**src/rtl/io_uart_tx_if.sv**
```systemverilog
// Processor I/O store/load port for the UART transmitter.
// Master is the CPU side, slave is the peripheral.
interface io_uart_tx_if;
    logic [31:0] IOWriteData;
    logic [3:0]  IOAddr;
    logic        IOWriteEn;
    logic [31:0] IOReadData;

    modport master (
        output IOWriteData,
        output IOAddr,
        output IOWriteEn,
        input  IOReadData
    );

    modport slave (
        input  IOWriteData,
        input  IOAddr,
        input  IOWriteEn,
        output IOReadData
    );
endinterface

```
**src/rtl/io_uart_tx.sv**
```systemverilog
// Memory-mapped 8N1 UART transmitter with a small TX FIFO.
// Registers: TXDATA 0x0, STATUS 0x4, CTRL 0x8.
module io_uart_tx #(
    parameter int CLKS_PER_BIT = 87,
    parameter int FIFO_DEPTH   = 4
) (
    input  logic         CLK,
    input  logic         RESET,
    io_uart_tx_if.slave  bus,
    output logic         TxD
);

    localparam int PW = $clog2(FIFO_DEPTH);
    localparam int CW = PW + 1;
    localparam int BW = $clog2(CLKS_PER_BIT);
    localparam logic [BW-1:0] BLAST = BW'(CLKS_PER_BIT - 1);
    localparam logic [CW-1:0] CFULL = CW'(FIFO_DEPTH);

    localparam logic [1:0] IDLE  = 2'd0;
    localparam logic [1:0] START = 2'd1;
    localparam logic [1:0] DATA  = 2'd2;
    localparam logic [1:0] STOP  = 2'd3;

    logic [1:0]    state;
    logic [BW-1:0] bcnt;
    logic [2:0]    bidx;
    logic [7:0]    shreg;
    logic [7:0]    mem [FIFO_DEPTH];
    logic [PW-1:0] wptr;
    logic [PW-1:0] rptr;
    logic [CW-1:0] count;
    logic          enable;
    logic          overflow;

    logic sel_tx, sel_st, sel_ct;
    logic wr_tx, wr_st, wr_ct;
    logic full, empty, busy;
    logic flush, pop, push;
    logic [4:0]  cnt5;
    logic [31:0] rdata;
    logic        unused_wdata;

    assign sel_tx = (bus.IOAddr == 4'h0);
    assign sel_st = (bus.IOAddr == 4'h4);
    assign sel_ct = (bus.IOAddr == 4'h8);

    assign wr_tx = bus.IOWriteEn & sel_tx;
    assign wr_st = bus.IOWriteEn & sel_st;
    assign wr_ct = bus.IOWriteEn & sel_ct;

    assign full  = (count == CFULL);
    assign empty = (count == '0);
    assign busy  = (state != IDLE);

    // Flush beats both the FSM pop and a same-edge push.
    assign flush = wr_ct & bus.IOWriteData[1];
    assign pop   = (state == IDLE) & enable & ~empty & ~flush;
    assign push  = wr_tx & ~flush & (~full | pop);

    assign cnt5 = 5'(count);
    assign unused_wdata = ^bus.IOWriteData[31:8];

    always_comb begin
        rdata = '0;
        unique case (1'b1)
            sel_st:  rdata = {23'd0, cnt5, overflow,
                              busy, empty, full};
            sel_ct:  rdata = {31'd0, enable};
            default: rdata = '0;
        endcase
    end

    assign bus.IOReadData = rdata;

    always_ff @(posedge CLK) begin
        if (!RESET) begin
            wptr     <= '0;
            rptr     <= '0;
            count    <= '0;
            enable   <= 1'b0;
            overflow <= 1'b0;
        end else begin
            if (wr_ct)
                enable <= bus.IOWriteData[0];
            if (wr_st)
                overflow <= 1'b0;
            else if (wr_tx & full & ~pop & ~flush)
                overflow <= 1'b1;
            if (flush) begin
                wptr  <= '0;
                rptr  <= '0;
                count <= '0;
            end else begin
                if (push)
                    wptr <= wptr + 1'b1;
                if (pop)
                    rptr <= rptr + 1'b1;
                unique case ({push, pop})
                    2'b10:   count <= count + 1'b1;
                    2'b01:   count <= count - 1'b1;
                    default: count <= count;
                endcase
            end
        end
    end

    always_ff @(posedge CLK) begin
        if (RESET && push)
            mem[wptr] <= bus.IOWriteData[7:0];
    end

    always_ff @(posedge CLK) begin
        if (!RESET) begin
            state <= IDLE;
            bcnt  <= '0;
            bidx  <= '0;
            shreg <= '0;
            TxD   <= 1'b1;
        end else begin
            unique case (state)
                IDLE: begin
                    if (pop) begin
                        state <= START;
                        shreg <= mem[rptr];
                        TxD   <= 1'b0;
                        bcnt  <= '0;
                        bidx  <= '0;
                    end
                end
                START: begin
                    if (bcnt == BLAST) begin
                        bcnt  <= '0;
                        state <= DATA;
                        TxD   <= shreg[0];
                    end else begin
                        bcnt <= bcnt + 1'b1;
                    end
                end
                DATA: begin
                    if (bcnt == BLAST) begin
                        bcnt <= '0;
                        if (bidx == 3'd7) begin
                            bidx  <= '0;
                            state <= STOP;
                            TxD   <= 1'b1;
                        end else begin
                            bidx  <= bidx + 1'b1;
                            shreg <= {1'b0, shreg[7:1]};
                            TxD   <= shreg[1];
                        end
                    end else begin
                        bcnt <= bcnt + 1'b1;
                    end
                end
                STOP: begin
                    if (bcnt == BLAST) begin
                        bcnt  <= '0;
                        state <= IDLE;
                    end else begin
                        bcnt <= bcnt + 1'b1;
                    end
                end
                default: state <= IDLE;
            endcase
        end
    end

endmodule

```
**src/flat_wrapper.sv**
```systemverilog
// flat-port wrapper written by rule: the top's interface ports become plain ports
module io_uart_tx_flat 
#(
    parameter int CLKS_PER_BIT = 87,
    parameter int FIFO_DEPTH   = 4
)
  (CLK, RESET, TxD, bus_IOWriteData, bus_IOAddr, bus_IOWriteEn, bus_IOReadData);
  io_uart_tx_if bus_i ();
  input  logic CLK;
  input  logic RESET;
  output logic TxD;
  input wire logic [$bits(bus_i.IOWriteData)-1:0] bus_IOWriteData;
  input wire logic [$bits(bus_i.IOAddr)-1:0] bus_IOAddr;
  input wire logic [$bits(bus_i.IOWriteEn)-1:0] bus_IOWriteEn;
  output wire logic [$bits(bus_i.IOReadData)-1:0] bus_IOReadData;
  assign bus_i.IOWriteData = bus_IOWriteData;
  assign bus_i.IOAddr = bus_IOAddr;
  assign bus_i.IOWriteEn = bus_IOWriteEn;
  assign bus_IOReadData = bus_i.IOReadData;
  io_uart_tx #(.CLKS_PER_BIT(CLKS_PER_BIT), .FIFO_DEPTH(FIFO_DEPTH)) u_core (.CLK(CLK), .RESET(RESET), .bus(bus_i), .TxD(TxD));
endmodule
```
**config.mk**
```make
export PLATFORM = sky130hd
export DESIGN_NAME = io_uart_tx_flat
export DESIGN_NICKNAME = d
export VERILOG_FILES = /design/src/rtl/io_uart_tx_if.sv /design/src/rtl/io_uart_tx.sv /design/src/flat_wrapper.sv
export SDC_FILE = /design/constraint.sdc
export NUM_CORES = 1
export LEC_CHECK = 0
export BUFFER_PORTS_ARGS = -buffer_cell sky130_fd_sc_hd__buf_4
export CAP_MARGIN = 0
export CORE_MARGIN = 5
export CORE_UTILIZATION = 54
export DETAILED_ROUTE_END_ITERATION = 10
export GPL_TIMING_DRIVEN = 0
export PLACE_DENSITY = 0.76
export SYNTH_ARGS = -nofsm -noshare
export SYNTH_HDL_FRONTEND = slang
export SYNTH_SLANG_ARGS = --single-unit
```
**constraint.sdc**
```tcl
create_clock -name CLK -period 2.9 [get_ports CLK]
set_clock_uncertainty 0.1 [all_clocks]
set_input_delay 0.29 -clock CLK [delete_from_list [all_inputs] [get_ports CLK]]
set_output_delay 0.29 -clock CLK [all_outputs]
set_load 0.005 [all_outputs]
```
==> results of run 1 <==
Yosys cell counts, types with 2 or more instances:
| cell type | count |
|---|---|
| sky130_fd_sc_hd__buf_4 | 26 |
| sky130_fd_sc_hd__a32oi_1 | 2 |
| sky130_fd_sc_hd__nor2b_1 | 3 |
| sky130_fd_sc_hd__xor2_1 | 3 |
| sky130_fd_sc_hd__mux4_2 | 8 |
| sky130_fd_sc_hd__nand2_1 | 26 |
| sky130_fd_sc_hd__mux2_2 | 7 |
| sky130_fd_sc_hd__a31oi_1 | 3 |
| sky130_fd_sc_hd__o21ai_0 | 4 |
| sky130_fd_sc_hd__xnor2_1 | 2 |
| sky130_fd_sc_hd__nor2_1 | 15 |
| sky130_fd_sc_hd__edfxtp_1 | 32 |
| sky130_fd_sc_hd__nor4b_1 | 3 |
| sky130_fd_sc_hd__mux2i_1 | 11 |
| sky130_fd_sc_hd__and3_1 | 5 |
| sky130_fd_sc_hd__nand2b_1 | 2 |
| sky130_fd_sc_hd__dfxtp_1 | 32 |
| sky130_fd_sc_hd__buf_6 | 2 |
| sky130_fd_sc_hd__a21oi_1 | 10 |
| sky130_fd_sc_hd__and2_1 | 4 |
| sky130_fd_sc_hd__a211oi_1 | 4 |
| sky130_fd_sc_hd__inv_1 | 13 |
| sky130_fd_sc_hd__buf_2 | 3 |
| sky130_fd_sc_hd__a311oi_2 | 2 |
| sky130_fd_sc_hd__nand3_1 | 7 |
| sky130_fd_sc_hd__nor3_1 | 3 |
| sky130_fd_sc_hd__ha_1 | 14 |
| sky130_fd_sc_hd__o2bb2ai_1 | 3 |
| sky130_fd_sc_hd__clkbuf_1 | 5 |
critical path, delay by kind of cell (launching register included):
kind            cells  cell delay [ns]
simple gates        1             0.30
fa+ha+maj           3             0.75
xor+xnor            1             0.16
buf+inv             5             0.51
flops               1             0.34
compound gates      3             0.46
stage by stage:
| step | cell area, um2 | cells | power, mW |
|---|---|---|---|
| CTS | 3780 | 414 | 1.94 |
| floorplan | 3330 | 302 | 1.12 |
| global route | 3780 | 414 | 2.02 |
| detailed placement | 3580 | 398 | 1.17 |
| global placement | 3580 | 398 | 1.16 |
| finish | 3780 | 414 | 1.93 |
area by class of cell:
class | instances | area (um2)
fillers | 472 | 2100
inverters | 14 | 52.6
clock buffers | 9 | 124
plain buffers | 37 | 265
repair buffers | 21 | 158
multi-input cells | 187 | 1410
well taps | 75 | 93.8
clock inverters | 7 | 78.8
flip-flops and latches | 64 | 1600
sequential cells by signal, summed over array words and instances, names as in the netlist, named ones only:
register	count
u_core.TxD	1
u_core.bcnt	7
u_core.bidx	3
u_core.count	3
u_core.enable	1
u_core.mem	32
u_core.overflow	1
u_core.rptr	2
u_core.shreg	8
u_core.state	2
u_core.wptr	2
final timing paths:
path	slack, ns	depth (start not counted)	end
min reg2reg	0.36	2	u_core.shreg[3]$_SDFFE_PN0P_
min	0.02	2	u_core.overflow$_SDFFE_PP0P_
max	0.18	13	u_core.count[2]$_SDFFE_PP0P_
max reg2reg	0.18	13	u_core.count[2]$_SDFFE_PP0P_
per-layer routing:
metal,vias to the layer above,track usage,wire (um)
met3,10,0.0360,272
met1,999,0.210,2490
li1,1057,-,-
met4,0,0.0934,112
met5,-,0,0
met2,46,0.273,2880
repair_timing:
item,in CTS,in global routing
endpoints found under the setup margin,0,1
resized for setup,0,1
hold endpoints to repair,0,0
report_power, final:
part           total [mW]  leakage (nW)  switching [mW]  internal [mW]
sequential          0.975         0.546          0.0112          0.964
combinational       0.174         0.904          0.0920         0.0817
clock               0.780        0.0925           0.377          0.403
cells by family after synthesis:
| group | after synthesis | synth area share |
|---|---|---|
| compound gates | 39 | 0.0966 |
| flops | 64 | 0.494 |
| buf+inv | 51 | 0.0981 |
| simple gates | 77 | 0.122 |
| fa+ha+maj | 15 | 0.0603 |
| mux | 26 | 0.114 |
| other cells | 1 | 0.00116 |
| xor+xnor | 5 | 0.0135 |
==> load_flow_metrics.sql, run 1 <==
INSERT INTO impl_metrics (metric_group, metric, value, unit) VALUES
('clock_network', 'clock_sink_count', '64', ''),
('pwr', 'power.ir.vdd_worst', '0.584', 'mV'),
('critical_path', 'setup.worst_path.end_class', 'flip-flop', ''),
('floorplan', 'rows', '28', ''),
('clock_network', 'postCtsSetupBuffers', '0', ''),
('detailed_routing', 'routed-via-count', '2112', ''),
('sta', 'final.period_utilization', '0.938', ''),
('floorplan', 'initial_core_util', '0.550', ''),
('min_path', 'hp-start', 'bus_IOWriteEn', ''),
('synth', 'register_area_share_after_synthesis', '0.494', ''),
('synth', 'synthTopCellsByArea', 'sky130_fd_sc_hd__edfxtp_1, sky130_fd_sc_hd__dfxtp_1, sky130_fd_sc_hd__buf_4', ''),
('floorplan', 'die_area', '7650', 'um2'),
('floorplan', 'fp.dieW', '87.5', 'um'),
('global_routing', 'grt_util_all_layers', '0.169', ''),
('critical_path', 'crit_path_cell_trace', 'inv_1 > ha_1 > buf_6 > o311a_2 > o21ai_4 > buf_6 > inv_1 > ha_1 > inv_1 > fa_1 > xor2_1 > or3_1 > a21oi_1', ''),
('critical_path', 'reg2reg_from', 'u_core.state[1]$_SDFFE_PN0P_', ''),
('detailed_routing', 'via_per_inst', '5.10', ''),
('critical_path', 'worst-endpoint-required', '3.08', 'ns'),
('critical_path', 'critical_path.max_fanout', '10', ''),
('sta', 'worst_slack', '0.180', 'ns'),
('place', 'placement.setup.worst_slack', '0.203', 'ns'),
('clock_network', 'ctsHtreeMaxLevel', '3', ''),
('place', 'port_buffers', '21', ''),
('sta', 'setup-violations-final', '0', ''),
('synth', 'syn-mean-instance-area', '11.7', 'um2'),
('outcome', 'status', 'finished, final reports clean', ''),
('critical_path', 'critPathLaunch', 'u_core.state[1]$_SDFFE_PN0P_', ''),
('detailed_routing', 'iteration_0_drc_markers', '102', ''),
('sta', 'holdWs', '0.0188', 'ns'),
('global_routing', 'maximum_number_of_pins_on_one_net_before_global_route_repair', '14', ''),
('cells_and_area', 'area_delta_synth_final', '16.8', '%'),
('clock_network', 'ctsHoldBuffers', '0', ''),
('sta', 'hold_viol_final', '0', ''),
('clock_network', 'clk_pin_slew_worst_paths', '0.08', 'ns'),
('detailed_routing', 'drtAntennaViolNets', '0', ''),
('clock_network', 'cts-buffers-inserted', '9', ''),
('detailed_routing', 'detail_route.drc_violations', '0', ''),
('place', 'gp_routability_congestion', '0.734', ''),
('sta', 'final-max-slew-violation-count', '0', ''),
('sta', 'final_period_minus_worst_setup_slack', '2.72', 'ns'),
('sta', 'max_slew_margin', '0.464', ''),
('detailed_routing', 'number_of_iterations_in_the_first_detailed_routing_pass', '4', ''),
('synth', 'synthesis.yosys.warnings', '0', ''),
('sta', 'timing.fmax', '368', 'MHz'),
('min_path', 'hp-class', 'primary input to flip-flop', ''),
('floorplan', 'die_y', '87.5', 'um'),
('synth', 'number_of_enable_flip_flop_cells_after_synthesis', '32', ''),
('synth', 'netlist_area', '3240', 'um2'),
('clock_network', 'cts_root_buf', 'sky130_fd_sc_hd__clkbuf_8', ''),
('cells_and_area', 'layout.cells.most_common_list', 'sky130_fd_sc_hd__buf_4, sky130_fd_sc_hd__dfxtp_1, sky130_fd_sc_hd__edfxtp_1', ''),
('synth', 'synthCells', '278', ''),
('critical_path', 'crit_path_max_incr_delay', '0.38', 'ns'),
('clock_network', 'clock_path_buffers', '2', ''),
('sta', 'setup_total_negative_slack', '0', 'ns'),
('synth', 'distinct_cell_type_count_of_the_synthesized_netlist', '53', ''),
('sta', 'tightestPinTransition', '0.793', 'ns'),
('synth', 'postSynth.asyncResetShare', '0', ''),
('detailed_routing', 'dr_wl_cell', '13.9', 'um'),
('pwr', 'leakage', '1.54', 'nW'),
('cells_and_area', 'layout_commonest_cell', 'sky130_fd_sc_hd__buf_4', ''),
('floorplan', 'core_area', '5890', 'um2'),
('cells_and_area', 'fraction_of_final_layout_cells_sized_beyond_drive_strength_1', '0.292', ''),
('global_routing', 'grt_antenna_before_repair', '0', ''),
('critical_path', 'timing.critical_path.slowest_stage_cell', 'sky130_fd_sc_hd__fa_1', ''),
('clock_network', 'tritoncts', 'done', ''),
('global_routing', 'grt_pass1_wl', '9.85', 'mm'),
('detailed_routing', 'wirelength', '5.75', 'mm'),
('global_routing', 'first_global_vias', '2091', ''),
('floorplan', 'design.portCount', '72', ''),
('place', 'place.detailed.hpwl', '4.04', 'mm'),
('pwr', 'power_per_cell_area', '510', 'nW/um2');
(Power assumes the default switching activity.)
==> run 2: changes to the inputs <==
--- a/config.mk
+++ b/config.mk
@@ -5,13 +5,13 @@
 export SDC_FILE = /design/constraint.sdc
 export NUM_CORES = 1
 export LEC_CHECK = 0
-export BUFFER_PORTS_ARGS = -buffer_cell sky130_fd_sc_hd__buf_4
 export CAP_MARGIN = 0
 export CORE_MARGIN = 5
-export CORE_UTILIZATION = 54
+export CORE_UTILIZATION = 30
 export DETAILED_ROUTE_END_ITERATION = 10
+export DONT_BUFFER_PORTS = 1
 export GPL_TIMING_DRIVEN = 0
-export PLACE_DENSITY = 0.76
+export PLACE_DENSITY = 0.4
 export SYNTH_ARGS = -nofsm -noshare
 export SYNTH_HDL_FRONTEND = slang
 export SYNTH_SLANG_ARGS = --single-unit
==> load_flow_metrics.sql, run 2 (synthesis gave the netlist of run 1 again) <==
INSERT INTO impl_metrics (metric_group, metric, value, unit) VALUES
('sta', 'setup_total_negative_slack', '0', 'ns'),
('cells_and_area', 'layout.cells.most_common_list', 'sky130_fd_sc_hd__dfxtp_1, sky130_fd_sc_hd__edfxtp_1, sky130_fd_sc_hd__nand2_1, sky130_fd_sc_hd__buf_4, sky130_fd_sc_hd__conb_1', ''),
('floorplan', 'die_y', '114', 'um'),
('sta', 'timing.fmax', '371', 'MHz'),
('critical_path', 'worst_setup_path_start_kind', 'flip-flop', ''),
('outcome', 'status', 'finished, final reports clean', ''),
('pwr', 'power_per_cell_area', '508', 'nW/um2'),
('cells_and_area', 'largest_reg_flops', '32', ''),
('cells_and_area', 'fraction_of_final_layout_cells_sized_beyond_drive_strength_1', '0.239', ''),
('critical_path', 'worst_ep_arrival_time', '2.87', 'ns'),
('clock_network', 'postCtsSetupBuffers', '0', ''),
('floorplan', 'design.portCount', '72', ''),
('pwr', 'leakage', '1.48', 'nW'),
('critical_path', 'worst_path_most_repeated_cell', 'sky130_fd_sc_hd__inv_1', ''),
('clock_network', 'ctsHtreeMaxLevel', '3', ''),
('floorplan', 'core_area', '10700', 'um2'),
('critical_path', 'setup.worst_path.end_class', 'flip-flop', ''),
('min_path', 'hp-class', 'primary input to flip-flop', ''),
('clock_network', 'cts_root_buf', 'sky130_fd_sc_hd__clkbuf_8', ''),
('clock_network', 'cts-buffers-inserted', '9', ''),
('cells_and_area', 'area_delta_synth_final', '17.2', '%'),
('clock_network', 'clock_sink_count', '64', ''),
('global_routing', 'busiest_layer', 'met2', ''),
('critical_path', 'timing.critical_path.slowest_stage_cell', 'sky130_fd_sc_hd__fa_1', ''),
('detailed_routing', 'dr_wl_cell', '13.6', 'um'),
('cells_and_area', 'reg.largest.list', 'u_core.mem: 32 flops, u_core.shreg: 8 flops, u_core.bcnt: 7 flops', ''),
('global_routing', 'maximum_number_of_pins_on_one_net_before_global_route_repair', '14', ''),
('global_routing', 'first_global_vias', '2085', ''),
('detailed_routing', 'detail_route.drc_violations', '0', ''),
('detailed_routing', 'via_per_inst', '4.44', ''),
('pwr', 'power.ir.vdd_worst', '0.323', 'mV'),
('place', 'port_buffers', '0', ''),
('floorplan', 'initial_core_util', '0.303', ''),
('critical_path', 'path_class', 'flip-flop to flip-flop', ''),
('global_routing', 'grt_use_met3', '0.0297', ''),
('global_routing', 'gr-total-overflow', '0', ''),
('clock_network', 'tritoncts', 'done', ''),
('floorplan', 'die_area', '13000', 'um2'),
('sta', 'setup-violations-final', '0', ''),
('sta', 'holdWs', '0.110', 'ns'),
('critical_path', 'critical_path.max_fanout', '10', ''),
('global_routing', 'met2_usage', '0.169', ''),
('cells_and_area', 'most_flops_register', 'u_core.mem', ''),
('place', 'gp_routability_congestion', '0.727', ''),
('sta', 'hold_viol_final', '0', ''),
('job', 'drv_cap', '0', ''),
('cells_and_area', 'finish.instance_area', '3800', 'um2'),
('cells_and_area', 'num_antenna_cells', '0', ''),
('detailed_routing', 'routed-via-count', '2073', ''),
('critical_path', 'crit_path_max_incr_delay', '0.37', 'ns'),
('sta', 'max_slew_margin', '0.449', ''),
('sta', 'final_period_minus_worst_setup_slack', '2.69', 'ns'),
('sta', 'final-max-slew-violation-count', '0', ''),
('detailed_routing', 'wirelength', '6.37', 'mm'),
('cells_and_area', 'number_of_nets_in_the_layout', '376', ''),
('global_routing', 'grt_pass1_wl', '10.6', 'mm'),
('clock_network', 'clock_insertion_delay_worst_skew', '0.34', 'ns'),
('global_routing', 'grt_util_all_layers', '0.105', ''),
('detailed_routing', 'number_of_iterations_in_the_first_detailed_routing_pass', '4', ''),
('sta', 'setup_repair_after_global_routing_missed_its_margin', 'false', ''),
('cells_and_area', 'fillers', '1102', ''),
('detailed_routing', 'drtAntennaViolNets', '0', ''),
('sta', 'final.period_utilization', '0.928', ''),
('detailed_routing', 'iteration_0_drc_markers', '49', ''),
('pwr', 'finalPower', '1.93', 'mW'),
('clock_network', 'clock_path_buffers', '2', ''),
('critical_path', 'worst-endpoint-required', '3.07', 'ns'),
('place', 'place.detailed.hpwl', '4.51', 'mm'),
('floorplan', 'fp.dieW', '114', 'um'),
('critical_path', 'crit_path_cell_trace', 'inv_1 > ha_1 > buf_6 > o311a_2 > o21ai_4 > buf_6 > inv_1 > ha_1 > inv_1 > fa_1 > xor2_1 > or3_1 > a21oi_1', ''),
('global_routing', 'grt_antenna_before_repair', '0', ''),
('clock_network', 'clk_pin_slew_worst_paths', '0.08', 'ns'),
('global_routing', 'met1_layer_usage_reported_by_global_route', '0.135', ''),
('sta', 'tightestPinTransition', '0.815', 'ns'),
('floorplan', 'rows', '38', ''),
('place', 'placed_cell_area', '3500', 'um2');
[run 2: metal layers]
| metal | vias to the layer above | routed length (um) |
|---|---|---|
| met5 | - | 0 |
| met4 | 0 | 121 |
| met3 | 10 | 350 |
| met2 | 38 | 3050 |
| met1 | 991 | 2850 |
| li1 | 1034 | - |
[run 2: timing repair]
action                                  in CTS  in global routing
hold buffers                                 9                  0
resized for setup                            0                  1
endpoints found under the setup margin       0                  1
endpoints found under the hold margin       34                  0
[run 2: per-stage QoR]
| step | instances | utilization | setup WS (ns) |
|---|---|---|---|
| after floorplan | 302 | - | 0.411 |
| after global placement | 442 | 0.328 | 0.210 |
| after detailed placement | 442 | 0.328 | 0.193 |
| after CTS | 467 | 0.355 | 0.158 |
| after global routing | 467 | 0.355 | 0.00822 |
| final | 467 | 0.355 | 0.208 |
[run 2: critical path: cells and delay by family, from the launching register on]
kind,cells,cell delay (ns)
compound gates,3,0.49
xor+xnor,1,0.16
fa+ha+maj,3,0.71
flops,1,0.35
buf+inv,5,0.52
simple gates,1,0.30
[run 2: cell type report]
| type | count | area [um2] | area share |
|---|---|---|---|
| sequential | 64 | 1600 | 0.422 |
| multi-input combinational | 187 | 1410 | 0.371 |
| buffer | 37 | 265 | 0.0699 |
| tap | 140 | 175 | 0.0461 |
| clock buffer | 9 | 124 | 0.0326 |
| timing repair buffer | 9 | 90.1 | 0.0237 |
| clock inverter | 7 | 78.8 | 0.0208 |
| inverter | 14 | 52.6 | 0.0138 |
[run 2: report_power, final]
| part | total [mW] | switching, mW | internal [mW] | leakage (nW) |
|---|---|---|---|---|
| registers | 0.976 | 0.0118 | 0.964 | 0.546 |
| logic | 0.163 | 0.0876 | 0.0752 | 0.837 |
| clock network | 0.792 | 0.388 | 0.404 | 0.0925 |
| total | 1.93 | 0.488 | 1.44 | 1.48 |
[run 2: final timing paths]
kind              cells after the start                      endpoint  slack (ns)                    startpoint
setup reg to reg                     13  u_core.count[2]$_SDFFE_PP0P_        0.21  u_core.state[1]$_SDFFE_PN0P_
hold / removal                        3   u_core.wptr[1]$_SDFFE_PP0P_        0.11                 bus_IOAddr[3]
setup / recovery                     13  u_core.count[2]$_SDFFE_PP0P_        0.21  u_core.state[1]$_SDFFE_PN0P_
hold reg to reg                       2  u_core.shreg[3]$_SDFFE_PN0P_        0.36  u_core.shreg[3]$_SDFFE_PN0P_
==> run 3: changes to the inputs <==
--- a/config.mk
+++ b/config.mk
@@ -6,12 +6,15 @@
 export NUM_CORES = 1
 export LEC_CHECK = 0
 export CAP_MARGIN = 0
+export CELL_PAD_IN_SITES_DETAIL_PLACEMENT = 1
+export CELL_PAD_IN_SITES_GLOBAL_PLACEMENT = 2
 export CORE_MARGIN = 5
 export CORE_UTILIZATION = 30
+export CTS_CLUSTER_SIZE = 12
 export DETAILED_ROUTE_END_ITERATION = 10
 export DONT_BUFFER_PORTS = 1
 export GPL_TIMING_DRIVEN = 0
-export PLACE_DENSITY = 0.4
+export PLACE_DENSITY = 0.57
 export SYNTH_ARGS = -nofsm -noshare
 export SYNTH_HDL_FRONTEND = slang
 export SYNTH_SLANG_ARGS = --single-unit
==> load_flow_metrics.sql, run 3 (synthesis gave the netlist of run 1 again) <==
INSERT INTO impl_metrics (metric_group, metric, value, unit) VALUES
('sta', 'timing.fmax', '367', 'MHz'),
('cells_and_area', 'area_delta_synth_final', '18.5', '%'),
('cells_and_area', 'fraction_of_final_layout_cells_sized_beyond_drive_strength_1', '0.239', ''),
('place', 'placement.setup.worst_slack', '0.174', 'ns'),
('critical_path', 'worst-endpoint-required', '3.06', 'ns'),
('sta', 'final-max-slew-violation-count', '0', ''),
('place', 'place.detailed.instances', '442', ''),
('sta', 'setup_repair_after_global_routing_missed_its_margin', 'false', ''),
('detailed_routing', 'detail_route.drc_violations', '0', ''),
('pwr', 'finalPower', '2.03', 'mW'),
('pwr', 'power_per_cell_area', '530', 'nW/um2'),
('detailed_routing', 'number_of_iterations_in_the_first_detailed_routing_pass', '3', ''),
('sta', 'final.period_utilization', '0.938', ''),
('clock_network', 'clock_path_buffers', '2', ''),
('cells_and_area', 'fillers', '1223', ''),
('floorplan', 'core_area', '10700', 'um2'),
('sta', 'setup_total_negative_slack', '0', 'ns'),
('place', 'place.detailed.hpwl', '4.83', 'mm'),
('critical_path', 'worst_ep_arrival_time', '2.89', 'ns'),
('critical_path', 'critical_path.max_fanout', '10', ''),
('cells_and_area', 'layout.cells.most_common_list', 'sky130_fd_sc_hd__dfxtp_1, sky130_fd_sc_hd__edfxtp_1, sky130_fd_sc_hd__nand2_1, sky130_fd_sc_hd__buf_4, sky130_fd_sc_hd__conb_1', ''),
('job', 'drv_cap', '0', ''),
('critical_path', 'path_class', 'flip-flop to flip-flop', ''),
('detailed_routing', 'drtAntennaViolNets', '0', ''),
('clock_network', 'clock_sink_count', '64', ''),
('cells_and_area', 'reg.largest.list', 'u_core.mem: 32 flops, u_core.shreg: 8 flops, u_core.bcnt: 7 flops', ''),
('detailed_routing', 'dr_wl_cell', '14.5', 'um'),
('global_routing', 'gr-total-overflow', '0', ''),
('cells_and_area', 'largest_reg_flops', '32', ''),
('clock_network', 'tritoncts', 'done', ''),
('cells_and_area', 'num_antenna_cells', '0', ''),
('global_routing', 'grt_util_all_layers', '0.109', ''),
('sta', 'worst_slack', '0.179', 'ns'),
('floorplan', 'initial_core_util', '0.303', ''),
('clock_network', 'ctsHtreeMaxLevel', '3', ''),
('critical_path', 'setup.worst_path.end_class', 'flip-flop', ''),
('clock_network', 'clk_pin_slew_worst_paths', '0.08', 'ns'),
('global_routing', 'maximum_number_of_pins_on_one_net_before_global_route_repair', '14', ''),
('sta', 'max_slew_margin', '0.450', ''),
('detailed_routing', 'routed-via-count', '2082', ''),
('pwr', 'power.ir.vdd_worst', '0.290', 'mV'),
('outcome', 'status', 'finished, final reports clean', ''),
('sta', 'tightestPinTransition', '0.813', 'ns'),
('clock_network', 'cts-buffers-inserted', '9', ''),
('floorplan', 'design.portCount', '72', ''),
('place', 'port_buffers', '0', ''),
('clock_network', 'postCtsSetupBuffers', '0', ''),
('place', 'gp_routability_congestion', '0.709', ''),
('pwr', 'leakage', '1.49', 'nW'),
('floorplan', 'die_area', '13000', 'um2'),
('cells_and_area', 'sequential_cell_area', '1600', 'um2'),
('min_path', 'hp-class', 'primary input to flip-flop', ''),
('floorplan', 'rows', '38', ''),
('clock_network', 'cts_root_buf', 'sky130_fd_sc_hd__clkbuf_8', ''),
('global_routing', 'grt_antenna_before_repair', '0', ''),
('floorplan', 'die_y', '114', 'um'),
('cells_and_area', 'stdcell_count', '467', ''),
('critical_path', 'worst_setup_path_start_kind', 'flip-flop', ''),
('sta', 'final_period_minus_worst_setup_slack', '2.72', 'ns'),
('cells_and_area', 'multi_input_area', '1430', 'um2'),
('sta', 'hold_viol_final', '0', ''),
('sta', 'setup-violations-final', '0', ''),
('sta', 'holdWs', '0.109', 'ns'),
('detailed_routing', 'iteration_0_drc_markers', '44', ''),
('floorplan', 'fp.dieW', '114', 'um'),
('detailed_routing', 'wirelength', '6.76', 'mm'),
('detailed_routing', 'via_per_inst', '4.46', ''),
('cells_and_area', 'number_of_nets_in_the_layout', '376', ''),
('global_routing', 'first_global_vias', '2226', ''),
('global_routing', 'grt_pass1_wl', '11.1', 'mm'),
('cells_and_area', 'most_flops_register', 'u_core.mem', ''),
('clock_network', 'clock_insertion_delay_worst_skew', '0.34', 'ns');
run 3: worst paths after layout:
path	startpoint	to	slack [ns]	depth (start not counted)
worst max register to register	u_core.state[0]$_SDFFE_PN0P_	u_core.count[2]$_SDFFE_PP0P_	0.18	13
worst min register to register	u_core.shreg[4]$_SDFFE_PN0P_	u_core.shreg[4]$_SDFFE_PN0P_	0.36	2
worst max-delay path	u_core.state[0]$_SDFFE_PN0P_	u_core.count[2]$_SDFFE_PP0P_	0.18	13
worst min-delay path	bus_IOAddr[3]	u_core.wptr[0]$_SDFFE_PP0P_	0.11	3
run 3: layout make-up:
class                           instances  share of cell area
Timing Repair Buffer                    9              0.0235
Multi-Input combinational cell        187               0.371
Sequential cell                        64               0.417
Clock buffer                            9              0.0323
Buffer                                 37              0.0691
Clock inverter                          7              0.0271
Tap cell                              140              0.0456
Inverter                               14              0.0137
run 3: power breakdown:
group	switching (mW)	internal (mW)	leakage [nW]
Clock	0.398	0.495	0.114
Combinational	0.0890	0.0752	0.831
Sequential	0.0120	0.964	0.546
Total	0.499	1.53	1.49
run 3: repair_timing:
item                                   in CTS  in global routing
endpoints found under the hold margin      34                  0
setup endpoints to repair                   0                  1
hold buffers                                9                  0
resized for setup                           0                  2
run 3: critical path: stages (launching register included):
cell                      delay (ns)
sky130_fd_sc_hd__dfxtp_1        0.34
sky130_fd_sc_hd__inv_1          0.14
sky130_fd_sc_hd__ha_1           0.18
sky130_fd_sc_hd__buf_6          0.14
sky130_fd_sc_hd__o311a_4        0.23
sky130_fd_sc_hd__o21ai_4        0.08
sky130_fd_sc_hd__buf_6          0.16
sky130_fd_sc_hd__inv_1          0.06
sky130_fd_sc_hd__ha_1           0.17
sky130_fd_sc_hd__inv_1          0.06
sky130_fd_sc_hd__fa_1           0.38
sky130_fd_sc_hd__xor2_1         0.16
sky130_fd_sc_hd__or3_1          0.30
sky130_fd_sc_hd__a21oi_1        0.13
run 3: metal layers:
layer	up-vias	track usage	wire, um
met2	24	0.188	3370
met5	-	0	0
met1	1014	0.133	3080
met4	0	0.0356	86
li1	1035	-	-
met3	9	0.0292	226
run 3: metrics by stage:
step | utilization | area (um2)
CTS | 0.357 | 3820
global placement | 0.328 | 3500
finish | 0.359 | 3840
global route | 0.359 | 3840
floorplan | - | 3330
detailed placement | 0.328 | 3500
